[config.mk]
export PLATFORM = sky130hd
export DESIGN_NAME = reg_file_sb
export DESIGN_NICKNAME = d
export VERILOG_FILES = /design/src/rtl/cpu_pkg.sv /design/src/rtl/reg_scoreboard.sv /design/src/rtl/reg_file_sb.sv
export SDC_FILE = /design/constraint.sdc
export NUM_CORES = 2
export LEC_CHECK = 0
export CORE_UTILIZATION = 40
export CTS_BUF_LIST = sky130_fd_sc_hd__clkbuf_16
export DETAILED_ROUTE_END_ITERATION = 6
export PLACE_DENSITY = 0.57
export SLEW_MARGIN = 20
export SYNTH_ARGS = -nofsm -noshare
export SYNTH_HDL_FRONTEND = slang
export SYNTH_HIERARCHICAL = 1
export SYNTH_SLANG_ARGS = --single-unit
[constraint.sdc]
create_clock -name clk -period 5.6 [get_ports clk]
set_input_delay 0.84 -clock clk [delete_from_list [all_inputs] [get_ports clk]]
set_output_delay 0.84 -clock clk [all_outputs]
set_load 0.1 [all_outputs]
[src/rtl/cpu_pkg.sv]
// Shared CPU constants: default register-file geometry and the hardwired-zero index.
package cpu_pkg;
    localparam int DATA_W_DEF = 32;
    localparam int ADDR_W_DEF = 5;
    localparam int DEPTH_DEF  = 1 << ADDR_W_DEF;
    localparam int ZERO_IDX   = 0;

    function automatic int depth_of(input int addr_w);
        return 1 << addr_w;
    endfunction
endpackage

[src/rtl/reg_scoreboard.sv]
// Pending-write scoreboard: one bit per register, RAW/WAW busy and issue-stall generation.
module reg_scoreboard
    import cpu_pkg::*;
#(
    parameter int ADDR_W   = ADDR_W_DEF,
    parameter int NUM_RD   = 2,
    parameter int ZERO_REG = 1
) (
    input  logic                     clk,
    input  logic                     rst_n,
    input  logic [NUM_RD-1:0]        rd_vld,
    input  logic [NUM_RD*ADDR_W-1:0] rd_addr,
    input  logic                     wr_en,
    input  logic [ADDR_W-1:0]        wr_addr,
    input  logic                     iss_en,
    input  logic [ADDR_W-1:0]        iss_addr,
    input  logic                     flush,
    output logic [NUM_RD-1:0]        rd_busy,
    output logic                     iss_stall
);
    localparam int DEPTH = depth_of(ADDR_W);

    logic [DEPTH-1:0] pending_q;
    logic [DEPTH-1:0] pending_d;
    logic             dst_busy;
    logic             iss_acc;

    function automatic logic is_zero(input logic [ADDR_W-1:0] a);
        return (ZERO_REG != 0) && (a == ADDR_W'(ZERO_IDX));
    endfunction

    // A writeback landing this cycle resolves the hazard on its index.
    for (genvar k = 0; k < NUM_RD; k++) begin : g_rd
        logic [ADDR_W-1:0] a;
        assign a          = rd_addr[k*ADDR_W +: ADDR_W];
        assign rd_busy[k] = rd_vld[k] && pending_q[a] && !(wr_en && wr_addr == a) && !is_zero(a);
    end

    assign dst_busy  = pending_q[iss_addr] && !(wr_en && wr_addr == iss_addr) && !is_zero(iss_addr);
    assign iss_stall = iss_en && ((|rd_busy) || dst_busy);
    assign iss_acc   = iss_en && !iss_stall && !is_zero(iss_addr);

    // Issue set is applied last so a new producer wins over a same-edge clear or flush.
    always_comb begin
        pending_d = pending_q;
        if (flush) begin
            pending_d = '0;
        end else if (wr_en) begin
            pending_d[wr_addr] = 1'b0;
        end
        if (iss_acc) begin
            pending_d[iss_addr] = 1'b1;
        end
        if (ZERO_REG != 0) begin
            pending_d[ZERO_IDX] = 1'b0;
        end
    end

    always_ff @(posedge clk or negedge rst_n) begin
        if (!rst_n) begin
            pending_q <= '0;
        end else begin
            pending_q <= pending_d;
        end
    end
endmodule

[src/rtl/reg_file_sb.sv]
// Multi-read-port register file with write-through bypass, hardwired zero register
// and a pending-write scoreboard for issue hazard detection.
module reg_file_sb
    import cpu_pkg::*;
#(
    parameter int DATA_W   = DATA_W_DEF,
    parameter int ADDR_W   = ADDR_W_DEF,
    parameter int NUM_RD   = 2,
    parameter int ZERO_REG = 1
) (
    input  logic                     clk,
    input  logic                     rst_n,
    input  logic [NUM_RD-1:0]        rd_vld,
    input  logic [NUM_RD*ADDR_W-1:0] rd_addr,
    output logic [NUM_RD*DATA_W-1:0] rd_data,
    output logic [NUM_RD-1:0]        rd_busy,
    input  logic                     wr_en,
    input  logic [ADDR_W-1:0]        wr_addr,
    input  logic [DATA_W-1:0]        wr_data,
    input  logic                     iss_en,
    input  logic [ADDR_W-1:0]        iss_addr,
    output logic                     iss_stall,
    input  logic                     flush
);
    localparam int DEPTH = depth_of(ADDR_W);

    logic [DATA_W-1:0] mem_q [DEPTH];

    function automatic logic is_zero(input logic [ADDR_W-1:0] a);
        return (ZERO_REG != 0) && (a == ADDR_W'(ZERO_IDX));
    endfunction

    always_ff @(posedge clk or negedge rst_n) begin
        if (!rst_n) begin
            for (int i = 0; i < DEPTH; i++) begin
                mem_q[i] <= '0;
            end
        end else if (wr_en && !is_zero(wr_addr)) begin
            mem_q[wr_addr] <= wr_data;
        end
    end

    // Reset forces zero even while a bypassed write is presented.
    for (genvar k = 0; k < NUM_RD; k++) begin : g_rd
        logic [ADDR_W-1:0] a;
        assign a = rd_addr[k*ADDR_W +: ADDR_W];
        assign rd_data[k*DATA_W +: DATA_W] =
            (!rst_n || is_zero(a))    ? '0      :
            (wr_en && wr_addr == a)   ? wr_data :
                                        mem_q[a];
    end

    reg_scoreboard #(
        .ADDR_W   (ADDR_W),
        .NUM_RD   (NUM_RD),
        .ZERO_REG (ZERO_REG)
    ) u_sb (
        .clk       (clk),
        .rst_n     (rst_n),
        .rd_vld    (rd_vld),
        .rd_addr   (rd_addr),
        .wr_en     (wr_en),
        .wr_addr   (wr_addr),
        .iss_en    (iss_en),
        .iss_addr  (iss_addr),
        .flush     (flush),
        .rd_busy   (rd_busy),
        .iss_stall (iss_stall)
    );
endmodule

==> impl_results.md <==
* Fin cells at 6025
* Clk buf depth at 3
* Compound-Gate Fraction of Synth Area at 7.35%
* Top_reg_cell synth: dfrtp_1
* YS warnings at 6
* Synth area leaders: dfrtp_1 (46%), mux2_2 (19%), mux4_2 (15%)
* Insertion delay to the later sink of the worst-skew pair at 780 ps
* Via/cell ratio at 6.36
* I/O Buffers at 125
* FMAX at 193 MHz
* Gr usage total at 26.6%
* Die Area at 0.145 mm2
* Status: finished, final reports clean
* Netlist area before placement at 0.0575 mm2
* Root buf cell: clkbuf_16
* Fin Setup TNS at 0 ps
* Hold crit path type: primary input to asynchronous set/reset pin
* I/O pins at 126
* Final hold vios at 0
* Fillers at 12600
* Setup WS post-layout at 424 ps
* Vias in the first global route at 38900
* Final Wtd Congestion at 0.804
* Setup CP Type: primary input to output pin
* Area leader, netlist: dfrtp_1
* LEAKAGE at 27.9 nW
* Mapped Avg Cell Area at 14.0 um2
* Share of flip-flops with an asynchronous set or reset at 100%
* Setup violators final at 0
* CP required at 4760 ps
* CTS sink cnt at 1055
* Max FO, Critical Path at 20
* Dpl hpwl at 109 mm
* Largest net degree at the start of global routing at 181
* Row cnt at 138
* Min cycle time layout at 5180 ps
* Tot Pwr at 0.0222 W
* Initial antenna violation count at 0
* Total core area at 0.142 mm2
* Post-CTS Setup Inserts at 0
* Cts repair resizes at 0
* First-pass DRT Iterations at 5
* Post-synthesis mux area share at 39.9%
* Adder-cell share of the synthesized area at 0%
* Seq/Total Area, Yosys at 45.9%
* Drt initial violations at 3226
* Die W at 381 um
* Critical path cell sequence: clkdlybuf4s50_1 -> xor2_1 -> nor4_2 -> nand3_1 -> and3_2 -> buf_4 -> a221o_1 -> buf_12
* Clk slew on worst S/H paths at 60 ps
* Yosys reg bits at 1055
* Global-route wire length before repair at 284 mm
* Num CTS Buffers at 115
* RSZ-0062 raised after global routing: false
* CTS tree: built
* Via count at 38300
* Pwr per Cell Area at 342 mW/mm2
* Hold Buf Count CTS at 0
* H-tree levels at 3
* Area Overhead vs Synth at 13.1%
* Routed Antenna Nets at 0
* Worst-margin pin slew at 1120 ps
* Crit start category: primary input
* Post-synthesis xor/xnor area fraction at 0.381%
* DIE HEIGHT at 381 um
* Initial Utilization at 40.4%
* Synth Area in Simple Gates at 2.69%
* Placed Cells at 5814
* Syn nets at 4178
* Maximum vdd drop at 0.000265 V
* Place WS at 456 ps
* Worst path arrival time at 4340 ps
* DRC viols at 0
* Final-stage net count at 4100
* Max Cap Violations at 0
* Crit path capture type: output pin
* Post-Syn Instances at 4119
* Post-synth EDFFs at 0
* Share of the synthesized area in the top cell type at 45.9%
* Final Max Tran Viols at 0
* Layout cells sized above 1 at 44.8%
* Remaining Overflow, GRT at 0
* Worst stage delay on the critical path at 710 ps
* Setup Skew at 24.2 ps
* Period utilization at 92.4%
* Cell variety after synth at 61
* Detailed Route WL at 194 mm
* Slowest CP cell: and3_2
* Largest family of logic cells by synthesized area: multiplexers
* Max-slew headroom at 24.8%
* Drt wl/cell at 32.3 um
synth_stat cells (4+ instances only):
cell and n:
dfrtp_1 1055, mux2_2 994, mux4_2 382, mux2i_1 300
clkbuf_1 262, nand2_1 137, a22oi_1 129, buf_2 115
a221oi_1 83, o21ai_0 67, a21oi_1 64, nor2_1 61
buf_1 55, o221ai_1 34, o22ai_1 34, a32o_1 33
a211oi_1 31, a221o_1 31, o21ai_2 30, nand3b_1 25
buf_4 23, nor2b_1 20, xnor2_1 15, nand2b_1 14
buf_6 13, nor3b_1 13, o211ai_1 12, xor2_1 10
inv_1 8, nand3_1 8, nor3_1 6, and3_1 5
and2_1 4, and3b_1 4, mux4_1 4
report_power, final:
group | switching [W] | total [W] | leakage (nW) | internal, W
sequential | 0.00101 | 0.0100 | 13.6 | 0.00904
combinational | 0.00223 | 0.00488 | 12.5 | 0.00265
clock | 0.00334 | 0.00731 | 1.83 | 0.00396
critical path: cells and delay by family:
kind,cells,cell delay [ps]
AO/OA/AOI/OAI,1,450
XOR/XNOR,1,170
buffers and inverters,3,1050
AND/OR/NAND/NOR,3,1820
worst paths after layout:
check	from	endpoint	slack (ps)	cells after the start
min reg2reg	mem_q[1013]$_DFFE_PN0P_	mem_q[1013]$_DFFE_PN0P_	400	0
max in group asynchronous	rst_n	mem_q[508]$_DFFE_PN0P_	2990	4
min in group clk	mem_q[1013]$_DFFE_PN0P_	mem_q[1013]$_DFFE_PN0P_	400	0
max reg2reg	u_sb/pending_q[9]$_DFF_PN0_	u_sb/pending_q[20]$_DFF_PN0_	3090	7
min	rst_n	mem_q[646]$_DFFE_PN0P_	280	2
max	rd_addr[8]	rd_data[43]	420	8
state kept, by name, indices dropped and copies added, names as in the netlist:
name,cells
u_sb/pending_q,31
mem_q,1024
cells in the final DEF (no fill, tap or decap), types with 34 or more instances in the layout:
| cell type | synthesis | final |
|---|---|---|
| dfrtp_1 | 1055 | 1055 |
| mux2_2 | 994 | 994 |
| mux4_2 | 382 | 382 |
| mux2i_1 | 300 | 300 |
| a22oi_1 | 129 | 129 |
| buf_4 | 23 | 123 |
| nand2_1 | 137 | 122 |
| clkbuf_16 | 0 | 115 |
| buf_12 | 3 | 98 |
| a221oi_1 | 83 | 83 |
| o21ai_0 | 67 | 67 |
| a21oi_1 | 64 | 64 |
| clkdlybuf4s50_1 | 0 | 44 |
| nor2_1 | 61 | 40 |
| o221ai_1 | 34 | 34 |
| inv_1 | 8 | 34 |
| o22ai_1 | 34 | 34 |
per-stage QoR:
step	area, um2	hold slack (ps)	util [%]
floorplan	57500	441	-
global placement	61500	377	43.2
detailed placement	61500	383	43.3
CTS	65000	259	45.7
global route	65000	318	45.7
finish	65000	283	45.7
cell families (layout without fill, tap and decap cells):
family / count (synthesis) / after routing
flops: 1055 / 1055
mux: 1680 / 1680
other cells: 0 / 1
compound gates: 563 / 563
buf+inv: 480 / 495
simple gates: 316 / 316
xor+xnor: 25 / 25
cell type report:
cell class,instances,area (um2),area share (%)
clock buffer,115,2880,4.43
antenna,1,2.50,0.00385
sequential,1055,26400,40.6
clock inverter,95,673,1.04
inverter,9,35.0,0.0539
tap,1890,2360,3.64
multi-input combinational,2584,29200,44.9
timing repair buffer,276,3440,5.29
per-layer routing:
layer	track usage (%)	up-vias	wire, um
li1	-	15800	-
met1	36.5	20800	82700
met2	43.0	1446	93500
met3	4.10	339	11400
met4	9.01	0	6750
met5	0	-	0
(Power assumes the default switching activity.)
